[src/rtl/uart_pkg.sv]
// Shared types and defaults for the transmit-only console UART.
package uart_pkg;

   typedef enum logic [1:0] {
      IDLE  = 2'd0,
      START = 2'd1,
      DATA  = 2'd2,
      STOP  = 2'd3
   } tx_state_t;

   localparam int DEFAULT_CLK_FREQ = 50_000_000;
   localparam int DEFAULT_BAUD     = 115_200;

   // Truncating division: the bit cell is slightly short rather than long.
   function automatic int calc_clks_per_bit(input int clk_freq, input int baud);
      return clk_freq / baud;
   endfunction

endpackage

[src/rtl/uart_tx_fifo.sv]
// DEPTHx8 synchronous FIFO with show-ahead output; pushes while full are dropped.
module uart_tx_fifo
   import uart_pkg::*;
#(
   parameter int DEPTH = 32
) (
   input  logic       clk,
   input  logic       rst,
   input  logic       push,
   input  logic       pop,
   input  logic [7:0] din,
   output logic [7:0] dout,
   output logic       empty,
   output logic       full
);

   localparam int PTR_W = $clog2(DEPTH);
   localparam int CNT_W = PTR_W + 1;

   logic [7:0]       mem_r [DEPTH];
   logic [PTR_W-1:0] wr_ptr_r;
   logic [PTR_W-1:0] rd_ptr_r;
   logic [CNT_W-1:0] count_r;
   logic             do_push_s;
   logic             do_pop_s;

   assign full      = (count_r == CNT_W'(DEPTH));
   assign empty     = (count_r == CNT_W'(0));
   assign do_push_s = push & ~full;
   assign do_pop_s  = pop & ~empty;
   assign dout      = mem_r[rd_ptr_r];

   // Pointer and occupancy tracking; pointers wrap naturally at DEPTH.
   always_ff @(posedge clk or negedge rst) begin
      if (!rst) begin
         wr_ptr_r <= PTR_W'(0);
         rd_ptr_r <= PTR_W'(0);
         count_r  <= CNT_W'(0);
      end else begin
         if (do_push_s) begin
            wr_ptr_r <= wr_ptr_r + PTR_W'(1);
         end else begin
            wr_ptr_r <= wr_ptr_r;
         end
         if (do_pop_s) begin
            rd_ptr_r <= rd_ptr_r + PTR_W'(1);
         end else begin
            rd_ptr_r <= rd_ptr_r;
         end
         case ({do_push_s, do_pop_s})
            2'b10:   count_r <= count_r + CNT_W'(1);
            2'b01:   count_r <= count_r - CNT_W'(1);
            default: count_r <= count_r;
         endcase
      end
   end

   // Storage array; contents need no reset since occupancy gates every read.
   always_ff @(posedge clk) begin
      if (do_push_s) begin
         mem_r[wr_ptr_r] <= din;
      end
   end

endmodule

[src/rtl/uart_unit.sv]
// Transmit-only 8N1 UART: bus writes queue in a FIFO, the FSM serialises them LSB first.
module uart_unit
   import uart_pkg::*;
#(
   parameter int DEPTH        = 32,
   parameter int CLK_FREQ     = DEFAULT_CLK_FREQ,
   parameter int BAUD         = DEFAULT_BAUD,
   parameter int CLKS_PER_BIT = calc_clks_per_bit(CLK_FREQ, BAUD)
) (
   input  logic       clk,
   input  logic       rst,
   input  logic       uart_fifo_write_en,
   input  logic [7:0] uart_fifo_data,
   output logic       fifo_full,
   output logic       uart_output_line
);

   localparam int               CNT_W    = $clog2(CLKS_PER_BIT);
   localparam logic [CNT_W-1:0] LAST_CNT = CNT_W'(CLKS_PER_BIT - 1);

   tx_state_t        state_r;
   tx_state_t        state_s;
   logic [CNT_W-1:0] cnt_r;
   logic [CNT_W-1:0] cnt_s;
   logic [2:0]       bit_r;
   logic [2:0]       bit_s;
   logic [7:0]       shift_r;
   logic [7:0]       shift_s;
   logic             line_r;
   logic             line_s;
   logic             pop_s;
   logic             cell_done_s;
   logic [7:0]       fifo_dout_s;
   logic             fifo_empty_s;
   logic             fifo_full_s;

   uart_tx_fifo #(
      .DEPTH (DEPTH)
   ) u_fifo (
      .clk   (clk),
      .rst   (rst),
      .push  (uart_fifo_write_en),
      .pop   (pop_s),
      .din   (uart_fifo_data),
      .dout  (fifo_dout_s),
      .empty (fifo_empty_s),
      .full  (fifo_full_s)
   );

   assign cell_done_s      = (cnt_r == LAST_CNT);
   assign fifo_full        = fifo_full_s;
   assign uart_output_line = line_r;

   // Next-state logic: every cell transition restarts the cycle counter.
   always_comb begin
      state_s = state_r;
      cnt_s   = cnt_r + CNT_W'(1);
      bit_s   = bit_r;
      shift_s = shift_r;
      pop_s   = 1'b0;
      case (state_r)
         IDLE: begin
            cnt_s = CNT_W'(0);
            if (!fifo_empty_s) begin
               pop_s   = 1'b1;
               shift_s = fifo_dout_s;
               state_s = START;
            end else begin
               state_s = IDLE;
            end
         end
         START: begin
            if (cell_done_s) begin
               cnt_s   = CNT_W'(0);
               bit_s   = 3'd0;
               state_s = DATA;
            end else begin
               state_s = START;
            end
         end
         DATA: begin
            if (cell_done_s) begin
               cnt_s   = CNT_W'(0);
               shift_s = {1'b0, shift_r[7:1]};
               if (bit_r == 3'd7) begin
                  state_s = STOP;
               end else begin
                  bit_s = bit_r + 3'd1;
               end
            end else begin
               state_s = DATA;
            end
         end
         STOP: begin
            if (cell_done_s) begin
               cnt_s   = CNT_W'(0);
               state_s = IDLE;
            end else begin
               state_s = STOP;
            end
         end
         default: begin
            cnt_s   = CNT_W'(0);
            state_s = IDLE;
         end
      endcase
   end

   // Line level is decoded from the upcoming state so the register updates with it.
   always_comb begin
      line_s = 1'b1;
      case (state_s)
         START:   line_s = 1'b0;
         DATA:    line_s = shift_s[0];
         default: line_s = 1'b1;
      endcase
   end

   // FSM, counters, shift register and the registered serial line.
   always_ff @(posedge clk or negedge rst) begin
      if (!rst) begin
         state_r <= IDLE;
         cnt_r   <= CNT_W'(0);
         bit_r   <= 3'd0;
         shift_r <= 8'd0;
         line_r  <= 1'b1;
      end else begin
         state_r <= state_s;
         cnt_r   <= cnt_s;
         bit_r   <= bit_s;
         shift_r <= shift_s;
         line_r  <= line_s;
      end
   end

endmodule

[config.mk]
export PLATFORM = sky130hd
export DESIGN_NAME = uart_unit
export DESIGN_NICKNAME = d
export VERILOG_FILES = /design/src/rtl/uart_pkg.sv /design/src/rtl/uart_tx_fifo.sv /design/src/rtl/uart_unit.sv
export SDC_FILE = /design/constraint.sdc
export NUM_CORES = 1
export LEC_CHECK = 0
export BUFFER_PORTS_ARGS = -buffer_cell sky130_fd_sc_hd__buf_4
export CAP_MARGIN = 20
export CORE_ASPECT_RATIO = 1.4
export CORE_UTILIZATION = 70
export CTS_BUF_LIST = sky130_fd_sc_hd__clkbuf_4 sky130_fd_sc_hd__clkbuf_8
export CTS_CLUSTER_DIAMETER = 120
export CTS_CLUSTER_SIZE = 14
export DETAILED_ROUTE_END_ITERATION = 8
export MAX_ROUTING_LAYER = met4
export PLACE_DENSITY = 0.83
export SYNTH_ARGS = -nofsm -noshare
export SYNTH_HDL_FRONTEND = slang
export SYNTH_SLANG_ARGS = --single-unit
[constraint.sdc]
create_clock -name clk -period 7.7 [get_ports clk]
set_clock_uncertainty 0.2 [all_clocks]
set_input_delay 1.54 -clock clk [delete_from_list [all_inputs] [get_ports clk]]
set_output_delay 1.54 -clock clk [all_outputs]
set_load 0.01 [all_outputs]
==> impl_metrics.yaml, run 1 <==
cells_and_area:
  fillers: 933
  final_area_um2: 12700
  regArea_um2: 8670
  multi_input_area_um2: 3120
  area_growth_pct: 5.71
  nets: 701
  antennaDiodeCount: 0
  layout_common_cells: "edfxtp_1 (256), mux4_2 (55), nor2_1 (48)"
  final_common_cell: "edfxtp_1"
  drive_gt1_frac: 0.198
floorplanning:
  ios: 13
  start_util: 0.717
  die_w_um: 113
  coreArea_um2: 16700
  die_y_um: 157
  rows: 56
  dieArea_um2: 17700
clocking:
  cts_tree: "yes"
  htreeDepth: 1
  clk_latency_ns: 0.56
  clk_pin_slew_worst_paths_ns: 0.10
  clock_path_buffers: 3
  cts_resized: 0
  cts_buffers: 25
  cts.sinks: 295
  hold_buffers: 0
  cts_setup_buffers: 0
  cts-root-buf: "clkbuf_8"
synth:
  syn-mean-instance-area_um2: 17.9
  yosysSeqAreaShare: 0.722
  synth_edf_count: 256
  yosysWarnings: 0
  synth_area_um2: 12000
  ys.flop_type: "edfxtp_1"
  ys_types: 57
  ys_seq_elements: 295
  synthArstFlopShare: 0.132
  syn_inst: 669
  syn_nets: 692
grt:
  grt_pass1_wl_um: 36000
  grt_max_degree: 55
  track_usage: 0.289
  grt_pass1_vias: 6219
  overflow: 0
  antenna_found_initial: 0
drt:
  drc: 0
  drt-met1-wl_um: 9000
  top_layer_used: "met4"
  avgRoutedWirePerCell_um: 26.0
  wl_met3_um: 1550
  via_count: 6147
  dr.pass1.iters: 5
  drt_iter0_markers: 617
  routed-wl-met2_um: 11900
  postRouteAntennaNets: 0
  vias_per_cell: 6.84
  wl_um: 23300
setup_path:
  critPathTopFamily: "simple AND/OR/NAND/NOR gates"
  critPathCaptureType: "output pin"
  crit_fanout: 7
  cp-start-kind: "flip-flop"
  path_buf_inv: 1
  cpMaxStageDelayCell: "or4_4"
  critPathKind: "flip-flop to output pin"
  cp.arrival_ns: 1.90
  cp.required_ns: 5.96
  cpPeakStageDelay_ns: 0.58
  crit_chain: "or4_4 -> nor3_1 -> buf_4"
sta:
  min_period_ns: 3.64
  rsz0062_at_grt: "no"
  slew_viol_final: 0
  slew_headroom: 0.320
  setup_viol: 0
  hold_viol_final: 0
  tightest_slew_ns: 1.02
  finalCritPeriodShare: 0.472
  setup-tns-final_ns: 0
  fmax_ghz: 0.275
placement:
  place_area_um2: 12200
  io_buffers: 12
  dp_hpwl_um: 14900
  gp_congestion: 0.831
status:
  status: "completed"
power_and_ir_drop:
  power.static_leakage_nw: 4.12
  power_density_nw_per_um2: 241
  vdd_drop_max_uv: 227
worst_hold_path:
  hold_class: "flip-flop to flip-flop"
flow_run:
  max-cap-violations: 0
[synthesized netlist by cell type (all sizes together) (8+ instances only)]
| cell | instances | area, um^2 |
|---|---|---|
| ha | 12 | 150 |
| xnor2 | 11 | 96.3 |
| mux4 | 55 | 1240 |
| xor2 | 9 | 78.8 |
| a22oi | 11 | 82.6 |
| a21oi | 13 | 65.1 |
| buf | 21 | 143 |
| edfxtp | 256 | 7690 |
| dfrtp | 38 | 951 |
| nor2 | 49 | 191 |
| o21ai | 22 | 110 |
| clkbuf | 11 | 41.3 |
| inv | 9 | 33.8 |
| nand3 | 8 | 45.0 |
| nand2 | 35 | 139 |
| mux2i | 26 | 260 |
[flip-flops by register name, indices dropped and copies added, names as in the netlist]
name,cells
u_fifo.mem_r,256
cnt_r,9
shift_r,8
u_fifo.count_r,6
u_fifo.rd_ptr_r,5
u_fifo.wr_ptr_r,5
bit_r,3
state_r,2
uart_output_line,1
[final timing paths]
| check | depth (start not counted) | slack [ns] | end | from |
|---|---|---|---|---|
| setup / recovery | 3 | 4.06 | fifo_full | u_fifo.count_r[0] |
| hold / removal | 1 | 0.31 | cnt_r[0] | cnt_r[0] |
| setup reg to reg | 12 | 4.33 | u_fifo.count_r[4] | u_fifo.count_r[0] |
| hold reg to reg | 1 | 0.31 | cnt_r[0] | cnt_r[0] |
| max in group asynchronous | 1 | 6.18 | u_fifo.rd_ptr_r[1] | rst |
| min in group asynchronous | 1 | 0.73 | u_fifo.count_r[2] | rst |
[routing by layer]
layer	up-vias	global-route usage
met3	59	0.0335
met1	3131	0.378
li1	2659	-
met2	298	0.471
met5	-	-
met4	0	0.121
[worst register-to-register path: stages, from the launching register on]
cell	delay, ns
dfrtp_1	0.47
or4_4	0.58
or3_4	0.38
nand2_4	0.11
inv_2	0.13
ha_1	0.35
xor2_1	0.18
ha_1	0.24
nand2b_1	0.15
a21oi_1	0.13
a21oi_1	0.06
a21oi_1	0.18
xor2_1	0.16
[logic make-up after synthesis]
kind of cell               count (synthesis)  synth area share
and+or+nand+nor                          132            0.0565
xor gates and xnor gates                  20            0.0146
muxes                                     88             0.131
DFF                                      295             0.722
AOI/OAI and AO/OA                         81            0.0450
buffers and inverters                     41            0.0181
adders and majority gates                 12            0.0125
[area by class of cell]
| type | count | area share |
|---|---|---|
| clock buffer | 44 | 0.0384 |
| clock inverter | 1 | 0.00128 |
| inverter | 9 | 0.00266 |
| multi-input combinational | 333 | 0.246 |
| sequential | 295 | 0.683 |
| tap | 203 | 0.0200 |
| timing repair buffer | 14 | 0.00828 |
[power by group]
| group | switching, mW | internal [mW] | leakage (nW) |
|---|---|---|---|
| clock | 0.481 | 0.399 | 0.274 |
| combinational | 0.171 | 0.0878 | 1.06 |
| sequential | 0.0699 | 1.85 | 2.78 |
| total | 0.722 | 2.34 | 4.12 |
[metrics by stage]
stage / worst slack (ns) / hold slack, ns / std cells / utilization / power, mW
after floorplan: 4.24 / 0.253 / 669 / - / 2.10
after global placement: 4.03 / 0.267 / 854 / 0.728 / 2.19
after detailed placement: 3.89 / 0.302 / 854 / 0.728 / 2.21
after CTS: 4.05 / 0.316 / 899 / 0.758 / 3.07
after global routing: 4.01 / 0.354 / 899 / 0.758 / 3.16
final: 4.06 / 0.312 / 899 / 0.758 / 3.06
No activity file was read; power rests on OpenSTA's default activity.
==> inputs of run 2 (changes only) <==
--- a/config.mk
+++ b/config.mk
@@ -8,13 +8,13 @@
 export BUFFER_PORTS_ARGS = -buffer_cell sky130_fd_sc_hd__buf_4
 export CAP_MARGIN = 20
 export CORE_ASPECT_RATIO = 1.4
-export CORE_UTILIZATION = 70
+export CORE_UTILIZATION = 59
 export CTS_BUF_LIST = sky130_fd_sc_hd__clkbuf_4 sky130_fd_sc_hd__clkbuf_8
 export CTS_CLUSTER_DIAMETER = 120
 export CTS_CLUSTER_SIZE = 14
 export DETAILED_ROUTE_END_ITERATION = 8
 export MAX_ROUTING_LAYER = met4
-export PLACE_DENSITY = 0.83
+export PLACE_DENSITY = 0.74
 export SYNTH_ARGS = -nofsm -noshare
 export SYNTH_HDL_FRONTEND = slang
 export SYNTH_SLANG_ARGS = --single-unit
==> constraint.sdc (replaced) <==
create_clock -name clk -period 3.05 [get_ports clk]
set_clock_uncertainty 0.2 [all_clocks]
set_input_delay 0.61 -clock clk [delete_from_list [all_inputs] [get_ports clk]]
set_output_delay 0.61 -clock clk [all_outputs]
set_load 0.01 [all_outputs]
==> run 2 against run 1 <==
- global-route usage shrank 3.7 points
- largest power group unchanged
- cell count increased by 10%
- register-to-register slack lost 4.2 ns
- routed wire length rose by 2.4%
- non-clock buffer count rose by 44
- die area rose by 18%
- sequential cell count stayed put
==> impl_metrics.yaml, run 2 (synthesized netlist as in run 1, its figures left out) <==
status:
  status: "completed"
cells_and_area:
  nets: 745
  layout_common_cells: "edfxtp_1 (256), mux4_2 (55), buf_4 (55)"
  final_common_cell: "edfxtp_1"
  final_util: 0.661
  largest_register_ffs: 256
  antennaDiodeCount: 0
  area_growth_pct: 9.71
  drive_gt1_frac: 0.256
  reg_top3: "u_fifo.mem_r (256), cnt_r (9), shift_r (8)"
  regMostFlops: "u_fifo.mem_r"
  fin_cells: 993
setup_path:
  r2r_end: "u_fifo.count_r[4]"
  critPathCaptureType: "flip-flop"
  path_buf_inv: 1
  cp-start-kind: "flip-flop"
  crit_fanout: 13
  cpPeakStageDelay_ns: 0.48
  crit_path_frequent_cell: "a21oi_2"
  crit_path_start: "u_fifo.count_r[2]"
  reg2regPathDepth: 12
  critPathKind: "flip-flop to flip-flop"
  worst-path-stages: 12
  cpMaxStageDelayCell: "dfrtp_1"
  reg2reg_slack_ns: 0.14
  crit_chain: "or4_4 -> or3_4 -> nand2_8 -> inv_6 -> ha_4 -> xor2_1 -> ha_2 -> nand2b_4 -> a21oi_2 -> a21oi_2 -> a21oi_2 -> xor2_1"
  cp.arrival_ns: 3.19
  critPathTopFamily: "simple AND/OR/NAND/NOR gates"
  cp.required_ns: 3.33
  r2r-start: "u_fifo.count_r[2]"
floorplanning:
  die_y_um: 171
  start_util: 0.603
  die_w_um: 123
  dieArea_um2: 20900
  ios: 13
  coreArea_um2: 19900
  rows: 61
power_and_ir_drop:
  power.static_leakage_nw: 4.35
  vdd_drop_max_uv: 460
  power_density_nw_per_um2: 593
flow_run:
  max-cap-violations: 0
sta:
  rsz0062_at_grt: "no"
  fmax_ghz: 0.344
  finalCritPeriodShare: 0.953
  setup_viol: 0
  tightest_slew_ns: 0.959
  hold_viol_final: 0
  min_period_ns: 2.91
  slew_headroom: 0.359
  slew_viol_final: 0
placement:
  placed_cells: 945
  io_buffers: 12
  dp_hpwl_um: 15700
  gp_congestion: 0.824
drt:
  avgRoutedWirePerCell_um: 24.1
  postRouteAntennaNets: 0
  dr.pass1.iters: 5
  drc: 0
  wl_um: 23900
  vias_per_cell: 6.22
  via_count: 6179
  drt_iter0_markers: 434
grt:
  grt_max_degree: 40
  overflow: 0
  track_usage: 0.252
  grt_pass1_wl_um: 37000
  grt_pass1_vias: 6499
  antenna_found_initial: 0
clocking:
  clk_latency_ns: 0.55
  clk_pin_slew_worst_paths_ns: 0.10
  clock_path_buffers: 3
  cts-root-buf: "clkbuf_8"
  htreeDepth: 1
  cts.sinks: 295
  cts_buffers: 25
  cts_tree: "yes"
worst_hold_path:
  hold_class: "input port to flip-flop"
  worstHoldEndpoint: "u_fifo.mem_r[20][0]"
  min_from: "uart_fifo_data[0]"
  worstHoldPathCells: 1
-- run 2: layout make-up --
| cell class | instances | area (um^2) |
|---|---|---|
| clock buffers | 44 | 487 |
| clock inverters | 2 | 23.8 |
| fillers | 1295 | 6750 |
| inverters | 9 | 38.8 |
| multi-input cells | 333 | 3170 |
| flip-flops and latches | 295 | 8670 |
| well taps | 252 | 315 |
| repair buffers | 58 | 463 |
-- run 2: worst reg2reg max path, stage by stage, from the launching register on --
cell	delay (ns)
dfrtp_1	0.48
or4_4	0.46
or3_4	0.39
nand2_8	0.10
inv_6	0.07
ha_4	0.17
xor2_1	0.14
ha_2	0.20
nand2b_4	0.15
a21oi_2	0.14
a21oi_2	0.05
a21oi_2	0.13
xor2_1	0.15
-- run 2: report_power, final --
group	leakage [nW]	switching (mW)	total, mW	internal (mW)
clock	0.274	1.23	2.24	1.01
combinational	1.29	0.464	0.755	0.291
sequential	2.78	0.148	4.81	4.66
total	4.35	1.84	7.81	5.97
-- run 2: timing repair --
item	4_1_cts	5_1_grt
hold buffers	1	0
buffers inserted	1	0
pin swaps	2	3
resized for setup	0	6
endpoints found under the setup margin	1	3
hold endpoints to repair	38	0
-- run 2: worst max path at each step --
stage | to | slack, ns
2_1_floorplan | u_fifo.count_r[4] | -0.01
3_3_place_gp | u_fifo.count_r[4] | 0.14
3_5_place_dp | u_fifo.count_r[4] | 0.02
4_1_cts | u_fifo.count_r[4] | 0.01
5_1_grt | u_fifo.count_r[4] | 0.03
6_report | u_fifo.count_r[4] | 0.14
-- run 2: per-layer routing --
| metal | track usage | part of all wire | vias up |
|---|---|---|---|
| met1 | 0.320 | 0.40 | 3217 |
| li1 | - | - | 2740 |
| met5 | - | 0 | - |
| met4 | 0.0981 | 0.033 | 0 |
| met2 | 0.419 | 0.52 | 180 |
| met3 | 0.0260 | 0.046 | 42 |
-- run 2: metrics by stage --
step                cell area [um^2]  setup TNS, ns  hold slack (ns)  power [mW]  setup WS [ns]
floorplan                      12000        -0.0125            0.114        5.31        -0.0125
CTS                            13100              0            0.239        7.86         0.0105
global route                   13200              0            0.243        8.09         0.0250
detailed placement             12600              0            0.297        5.65         0.0165
global placement               12600              0            0.276        5.58          0.141
finish                         13200              0            0.274        7.81          0.143
==> inputs of run 3 (changes only) <==
--- a/config.mk
+++ b/config.mk
@@ -5,7 +5,6 @@
 export SDC_FILE = /design/constraint.sdc
 export NUM_CORES = 1
 export LEC_CHECK = 0
-export BUFFER_PORTS_ARGS = -buffer_cell sky130_fd_sc_hd__buf_4
 export CAP_MARGIN = 20
 export CORE_ASPECT_RATIO = 1.4
 export CORE_UTILIZATION = 59
@@ -13,8 +12,10 @@
 export CTS_CLUSTER_DIAMETER = 120
 export CTS_CLUSTER_SIZE = 14
 export DETAILED_ROUTE_END_ITERATION = 8
+export DONT_BUFFER_PORTS = 1
 export MAX_ROUTING_LAYER = met4
 export PLACE_DENSITY = 0.74
+export REMOVE_ABC_BUFFERS = 1
 export SYNTH_ARGS = -nofsm -noshare
 export SYNTH_HDL_FRONTEND = slang
 export SYNTH_SLANG_ARGS = --single-unit
==> run 3 against run 2 <==
- highest routed layer unchanged
- power increased by 0.12%
- critical endpoint is now u_fifo.count_r[5]
- worst hold slack got worse by 0.12 ns
- final area rose by 0.24%
- via count is 0.11% higher
- clock power is essentially flat
==> impl_metrics.yaml, run 3 (synthesized netlist as in run 1, its figures left out) <==
status:
  status: "completed"
cells_and_area:
  layout_common_cells: "edfxtp_1 (256), mux4_2 (55), nor2_1 (48)"
  final_area_um2: 13200
  multi_input_area_um2: 3170
  fillers: 1287
  final_util: 0.663
  regMostFlops: "u_fifo.mem_r"
  largest_register_ffs: 256
  area_growth_pct: 9.97
  drive_gt1_frac: 0.238
  reg_top3: "u_fifo.mem_r (256), cnt_r (9), shift_r (8)"
  nets: 731
  fin_cells: 980
  final_common_cell: "edfxtp_1"
  regArea_um2: 8670
flow_run:
  max-cap-violations: 0
worst_hold_path:
  worstHoldPathCells: 1
  min_from: "uart_fifo_data[6]"
  worstHoldEndpoint: "u_fifo.mem_r[12][6]"
  hold_class: "input port to flip-flop"
setup_path:
  cp.arrival_ns: 3.27
  critPathCaptureType: "flip-flop"
  critPathKind: "flip-flop to flip-flop"
  reg2reg_slack_ns: 0.07
  reg2regPathDepth: 12
  cp.required_ns: 3.35
  cp-start-kind: "flip-flop"
  crit_fanout: 12
  r2r-start: "u_fifo.count_r[0]"
  r2r_end: "u_fifo.count_r[5]"
floorplanning:
  ios: 13
  die_y_um: 171
  die_w_um: 123
  rows: 61
  dieArea_um2: 20900
  coreArea_um2: 19900
  start_util: 0.603
placement:
  placed_cells: 917
  dp_hpwl_um: 15500
  gp_congestion: 0.863
  io_buffers: 0
  place_area_um2: 12400
drt:
  wl_um: 24400
  avgRoutedWirePerCell_um: 24.8
  vias_per_cell: 6.31
  drt_iter0_markers: 526
  drc: 0
  via_count: 6186
  postRouteAntennaNets: 0
  dr.pass1.iters: 5
power_and_ir_drop:
  power_density_nw_per_um2: 592
  power.static_leakage_nw: 4.32
  p_sw_mw: 1.84
  power_frac_comb: 0.099
  p_int_mw: 5.97
  seq_power_share: 0.616
  p_sw_frac: 0.236
  clkPwrFrac: 0.285
  vdd_drop_max_uv: 354
grt:
  grt_pass1_wl_um: 37100
  overflow: 0
  antenna_found_initial: 1
  grt_pass1_vias: 6256
  track_usage: 0.252
  grt_max_degree: 40
sta:
  fmax_ghz: 0.336
  slew_headroom: 0.376
  finalCritPeriodShare: 0.976
  hold_viol_final: 0
  slew_viol_final: 0
  tightest_slew_ns: 0.932
  setup_viol: 0
  min_period_ns: 2.98
clocking:
  cts_buffers: 25
  clock_path_buffers: 3
  clk_latency_ns: 0.56
  clk_pin_slew_worst_paths_ns: 0.10
  cts.sinks: 295
  cts_tree: "yes"
  htreeDepth: 1
  cts-root-buf: "clkbuf_8"
## run 3: cell types whose count changed in the layout (fill, tap and decap cells not counted), sizes merged
cell,previous run,this run
buf,57,38
diode,0,1
dlygate4sd3,1,6
## run 3: timing repair
action                                 CTS  global route
setup endpoints to repair                2             3
pin swaps                                0             4
hold buffers                            10             0
buffers inserted                         0             1
endpoints found under the hold margin  295             0
gates resized for setup                  2            11
## run 3: cell type report
class,count,share of cell area
antenna,1,0.000190
clock buffer,44,0.0369
clock inverter,2,0.00180
inverter,9,0.00256
multi-input combinational,333,0.240
sequential,295,0.657
tap,252,0.0239
timing repair buffer,44,0.0375
## run 3: worst max-delay path, stage by stage, from the launching register on
cell	delay [ns]
dfrtp_1	0.39
or4_4	0.54
or3_4	0.37
nand2_4	0.09
inv_2	0.04
buf_4	0.18
ha_1	0.22
buf_4	0.16
nand3b_1	0.15
a21oi_1	0.15
o21bai_1	0.09
a21oi_1	0.19
xnor2_1	0.14
## run 3: power groups by stage
stage / combinational [mW] / clock, mW / sequential [mW]
6_report: 0.773 / 2.22 / 4.82
5_1_grt: 0.845 / 2.44 / 4.84
2_1_floorplan: 0.421 / 0 / 4.87
3_5_place_dp: 0.649 / 0 / 4.90
4_1_cts: 0.734 / 2.27 / 4.81
3_3_place_gp: 0.608 / 0 / 4.88
## run 3: how the worst max path moves through the flow
stage | to | slack [ns] | cells past startpoint | startpoint
after global routing | u_fifo.count_r[4] | -0.002 | 11 | u_fifo.count_r[0]
after floorplan | shift_r[0] | -0.80 | 4 | u_fifo.rd_ptr_r[1]
after CTS | u_fifo.count_r[3] | 0.02 | 12 | u_fifo.count_r[0]
after global placement | u_fifo.count_r[4] | 0.08 | 12 | u_fifo.count_r[0]
final | u_fifo.count_r[5] | 0.07 | 12 | u_fifo.count_r[0]
after detailed placement | u_fifo.count_r[4] | -0.01 | 12 | u_fifo.count_r[0]
## run 3: per-layer routing
layer,vias up,track usage,part of all wire
met5,-,-,0
met4,0,0.0673,0.020
li1,2725,-,-
met3,41,0.0317,0.057
met2,234,0.431,0.54
met1,3186,0.319,0.39
## run 3: metrics by stage
step | setup WS, ns | total power [mW] | hold WS (ns) | setup TNS (ns)
floorplan | -0.799 | 5.29 | 0.114 | -3.68
global placement | 0.0841 | 5.48 | 0.116 | 0
detailed placement | -0.0114 | 5.55 | 0.116 | -0.0114
CTS | 0.0235 | 7.82 | 0.131 | 0
global route | -0.00175 | 8.12 | 0.135 | -0.00175
finish | 0.0745 | 7.82 | 0.153 | 0
